--- src/rtl/memory_bus_arbiter.sv ---
// Two-requester arbiter (fetch, data) for a single 32-bit memory bus.
// Ports: clk, reset (async active-low), fetch_* / data_* requester sides,
//   mem_* memory side, bus_error timeout pulse coincident with done.
module memory_bus_arbiter #(
   parameter int MAX_DATA_STREAK = 3,
   parameter int TIMEOUT_CYCLES  = 16
) (
   input  logic        clk,
   input  logic        reset,
   input  logic        fetch_req,
   input  logic [31:0] fetch_addr,
   input  logic        fetch_flush,
   output logic        fetch_done,
   output logic [31:0] fetch_rdata,
   input  logic        data_req,
   input  logic        data_we,
   input  logic [31:0] data_addr,
   input  logic [31:0] data_wdata,
   output logic        data_done,
   output logic [31:0] data_rdata,
   output logic        bus_error,
   output logic        mem_req,
   output logic        mem_we,
   output logic [31:0] mem_addr,
   output logic [31:0] mem_wdata,
   input  logic [31:0] mem_rdata,
   input  logic        mem_ready
);

   localparam int SW = (MAX_DATA_STREAK > 0) ?
                       $clog2(MAX_DATA_STREAK + 1) : 1;
   localparam int TW = (TIMEOUT_CYCLES > 1) ?
                       $clog2(TIMEOUT_CYCLES) : 1;
   localparam logic [SW-1:0] S_MAX = SW'(MAX_DATA_STREAK);
   localparam logic [TW-1:0] T_MAX = TW'(TIMEOUT_CYCLES - 1);

   typedef enum logic [1:0] {
      IDLE,
      FETCH_BUSY,
      DATA_BUSY,
      DONE
   } state_t;

   state_t        state;
   logic          own_data;
   logic          flush_pend;
   logic          err;
   logic [SW-1:0] streak;
   logic [TW-1:0] tcnt;
   logic          in_done;
   logic          fetch_win;

   // Fetch wins when it is not being flushed and data is either idle
   // or has already had its maximum run of grants.
   assign fetch_win = fetch_req && !fetch_flush &&
                      ((streak == S_MAX) || !data_req);

   // A flush seen during the done cycle itself still suppresses it.
   assign in_done    = (state == DONE);
   assign fetch_done = in_done && !own_data &&
                       !flush_pend && !fetch_flush;
   assign data_done  = in_done && own_data;
   assign bus_error  = err && (fetch_done || data_done);

   always_ff @(posedge clk or negedge reset) begin
      if (!reset) begin
         state       <= IDLE;
         own_data    <= 1'b0;
         flush_pend  <= 1'b0;
         err         <= 1'b0;
         streak      <= '0;
         tcnt        <= '0;
         mem_req     <= 1'b0;
         mem_we      <= 1'b0;
         mem_addr    <= '0;
         mem_wdata   <= '0;
         fetch_rdata <= '0;
         data_rdata  <= '0;
      end else begin
         unique case (state)
            IDLE: begin
               tcnt <= '0;
               if (fetch_win) begin
                  state     <= FETCH_BUSY;
                  own_data  <= 1'b0;
                  streak    <= '0;
                  mem_req   <= 1'b1;
                  mem_we    <= 1'b0;
                  mem_addr  <= fetch_addr;
                  mem_wdata <= '0;
               end else if (data_req) begin
                  state     <= DATA_BUSY;
                  own_data  <= 1'b1;
                  mem_req   <= 1'b1;
                  mem_we    <= data_we;
                  mem_addr  <= data_addr;
                  mem_wdata <= data_wdata;
                  if (!fetch_req)
                     streak <= '0;
                  else if (streak != S_MAX)
                     streak <= streak + SW'(1);
               end
            end
            FETCH_BUSY, DATA_BUSY: begin
               if (state == FETCH_BUSY && fetch_flush)
                  flush_pend <= 1'b1;
               if (mem_ready) begin
                  mem_req <= 1'b0;
                  state   <= DONE;
                  if (!mem_we) begin
                     if (own_data)
                        data_rdata <= mem_rdata;
                     else
                        fetch_rdata <= mem_rdata;
                  end
               end else if (tcnt == T_MAX) begin
                  mem_req <= 1'b0;
                  err     <= 1'b1;
                  state   <= DONE;
               end else begin
                  tcnt <= tcnt + TW'(1);
               end
            end
            DONE: begin
               state      <= IDLE;
               flush_pend <= 1'b0;
               err        <= 1'b0;
            end
            default: state <= IDLE;
         endcase
      end
   end

endmodule
--- config.mk ---
export PLATFORM = sky130hd
export DESIGN_NAME = memory_bus_arbiter
export DESIGN_NICKNAME = d
export VERILOG_FILES = /design/src/rtl/memory_bus_arbiter.sv
export SDC_FILE = /design/constraint.sdc
export NUM_CORES = 1
export LEC_CHECK = 0
export CAP_MARGIN = 10
export CORE_UTILIZATION = 30
export DETAILED_ROUTE_END_ITERATION = 16
export PLACE_DENSITY = 0.59
export SETUP_SLACK_MARGIN = 0.15
export SYNTH_ARGS = -nofsm -noshare
export SYNTH_HDL_FRONTEND = slang
export SYNTH_SLANG_ARGS = --single-unit
--- constraint.sdc ---
create_clock -name clk -period 2.25 [get_ports clk]
set_clock_uncertainty 0.15 [all_clocks]
set_input_delay 0.5625 -clock clk [delete_from_list [all_inputs] [get_ports clk]]
set_output_delay 0.5625 -clock clk [all_outputs]
set_load 0.02 [all_outputs]
==> results of run 1 <==
[area by class of cell]
cell class                      instances  area [um2]  share of cell area [%]
Tap cell                              260         325                    3.44
Inverter                                7        26.3                   0.278
Timing Repair Buffer                  295        2900                    30.6
Clock buffer                           17         425                    4.50
Sequential cell                       141        3530                    37.3
Clock inverter                         15         174                    1.84
Multi-Input combinational cell        253        2080                    22.0
[how the worst min path moves through the flow]
stage	start	endpoint	slack, ns	cells after the start
after floorplan	reset	data_rdata[0]	0.12	0
after global placement	fetch_rdata[18]	fetch_rdata[18]	0.32	1
after detailed placement	mem_addr[24]	mem_addr[24]	0.32	2
after CTS	mem_addr[24]	mem_addr[24]	0.33	2
after global routing	mem_addr[2]	mem_addr[2]	0.35	2
final	mem_addr[26]	mem_addr[26]	0.33	2
[routing by layer]
metal  part of all wire [%]  vias to the layer above
met5                      0                        -
met4                   0.91                        0
met3                    6.8                       11
met2                     50                      169
met1                     43                     2133
li1                       -                     2114
[kinds of logic after synthesis]
family,after synthesis
flip-flops,141
multiplexers,100
AO/OA/AOI/OAI,93
AND/OR/NAND/NOR,55
buffers and inverters,35
adder cells (fa/ha/maj),5
[where the power goes]
part	switching, W	leakage, nW	internal, W
registers	0.000601	1.73	0.00374
clock network	0.00121	0.293	0.00159
logic	0.00317	2.47	0.00276
total	0.00498	4.50	0.00809
[repair_timing]
action,CTS,global route
buffers inserted,1,1
endpoints found under the hold margin,33,0
hold buffers,1,0
setup endpoints to repair,115,21
gates resized for setup,133,20
pin swaps,3,0
[synthesized netlist by cell type, types with 4 or more instances]
cell type	n
o21ai_1	32
a21oi_1	4
ha_1	5
mux2_2	36
o21ai_0	7
buf_2	18
inv_1	7
a22o_1	38
mux2i_1	34
nand2_1	39
mux2_1	30
nor2_1	4
buf_6	4
dfrtp_1	141
[critical path, cell delays in order, from the launching register on]
cell and delay (ns):
dfrtp_1 0.41, ha_4 0.18, buf_6 0.11, and2_4 0.15
o21a_2 0.20, buf_6 0.13
[through the flow]
step / cell area (um2) / cells / hold slack [ns]
finish: 9460 / 988 / 0.328
global route: 9460 / 988 / 0.349
CTS: 9390 / 987 / 0.334
detailed placement: 8910 / 953 / 0.325
global placement: 8910 / 953 / 0.317
floorplan: 5820 / 429 / 0.117
[flip-flops by register name, summed over array words and instances (netlist names)]
register,flops
data_rdata,32
fetch_rdata,32
mem_addr,32
mem_wdata,32
tcnt,4
state,2
streak,2
err,1
flush_pend,1
mem_req,1
mem_we,1
own_data,1
==> results.sh, run 1 <==
export IMPL_leakagePower_nw=4.50
export IMPL_worst_pin_slew_ns=0.378
export IMPL_crit_start="state[0]"
export IMPL_final_common_cell="dfrtp_1"
export IMPL_cts_tree="built"
export IMPL_post_synth_and_or_nand_nor_area_fraction_pct=4.34
export IMPL_reg2reg_slack_ns=0.23
export IMPL_start_util_pct=30.8
export IMPL_synthDistinctLibCells=35
export IMPL_ys_flop_type="dfrtp_1"
export IMPL_drive_above_1_share_pct=15.0
export IMPL_via_count=4427
export IMPL_finish_net_count=855
export IMPL_synthTopCellsByArea="dfrtp_1, mux2_2, mux2i_1"
export IMPL_root_buffer="clkbuf_16"
export IMPL_min_period_ns=2.30
export IMPL_drtIter0Drc=134
export IMPL_syn_inst=429
export IMPL_final_util_pct=50.2
export IMPL_period_share_pct=102
export IMPL_gp_congestion=0.744
export IMPL_yosysTopAreaCell="dfrtp_1"
export IMPL_grt_max_degree=51
export IMPL_rr_worst_depth=6
export IMPL_rsz0062_at_grt="true"
export IMPL_ant_nets=0
export IMPL_grt_most_used_layer="met2"
export IMPL_htreeDepth=4
export IMPL_rr_endpoint="fetch_rdata[27]"
export IMPL_wl_mm=14.6
export IMPL_r2r_start="state[0]"
export IMPL_violations="negative setup slack"
export IMPL_maxCapViolations=0
export IMPL_synth_mux_area_share_pct=18.7
export IMPL_synthesis_nets=569
export IMPL_gr_usage_met2_pct=25.1
export IMPL_grtUsageTotal_pct=15.1
export IMPL_dr_pass1_iters=4
export IMPL_grt_overflow=0
export IMPL_cts_sinks=141
export IMPL_ios=268
export IMPL_ys_ff_latch=141
export IMPL_power_w=0.0131
export IMPL_syn_area_um2=5800
export IMPL_core_area_um2=18800
export IMPL_fmax_ghz=0.435
export IMPL_outcome="complete, but fails checks"
export IMPL_synth_area_per_cell_um2=13.5
export IMPL_crit_arrival_ns=1.58
export IMPL_met3_usage_pct=4.99
export IMPL_numCtsBuffers=17
export IMPL_n_fill_cell=1696
export IMPL_antenna_found_initial=0
export IMPL_grt_pass1_wl_mm=23.3
export IMPL_row_count=50
export IMPL_cp_data_required_time_ns=1.54
export IMPL_die_x_um=141
export IMPL_synth_compound_area_share_pct=11.1
export IMPL_pre_cts_ws_ns=-0.669
export IMPL_setup_violations=1
export IMPL_async_reset_ff_share_pct=100
export IMPL_synth_xor_area_share_pct=0
export IMPL_setup_tns_ns=-0.0468
export IMPL_hpwl_mm=10.7
export IMPL_grtUsageMet1_pct=18.6
export IMPL_seq_area_frac_synth_pct=60.8
export IMPL_fin_ws_ns=-0.0468
export IMPL_drcViolationCount=0
export IMPL_endpoint_kind="primary output"
export IMPL_p_per_area_nw_per_um2=1380
export IMPL_yosys_warnings=0
export IMPL_irDropWorstVdd_mv=0.540
export IMPL_path_class="flip-flop to primary output"
export IMPL_grt_pass1_vias=4563
export IMPL_slew_viol_final=0
export IMPL_synth_edff_count=0
export IMPL_dieArea_um2=19900
export IMPL_port_buffer_count=267
export IMPL_critical_path_endpoint="bus_error"
export IMPL_clock_path_buffers=2
export IMPL_hp_class="flip-flop to flip-flop"
export IMPL_antenna_cells=0
export IMPL_area_growth_pct=63.1
export IMPL_synthAdderAreaFrac_pct=1.08
export IMPL_synth_top_family_by_area="multiplexers"
export IMPL_synth_top_area_share_pct=60.8
export IMPL_insertion_delay_ns=0.41
export IMPL_die_h_um=141
export IMPL_hold_viol=0
export IMPL_slew_headroom_pct=74.8
export IMPL_layout_cells_most_common_list="dfrtp_1, clkdlybuf4s50_1, dlygate4sd2_1"
export IMPL_start_kind="flip-flop"
export IMPL_worst_path_max_fanout=3
export IMPL_avgRoutedWirePerCell_um=14.8
export IMPL_avgViaCountPerCell=4.48
export IMPL_clk_pin_slew_worst_paths_ns=0.06
Power figures use the tool's default switching activity.
==> inputs of run 2 (changes only) <==
- SLEW_MARGIN: not set -> 20
==> results of run 2 <==
Final layout, timing and power as in run 1 (identical DEF).
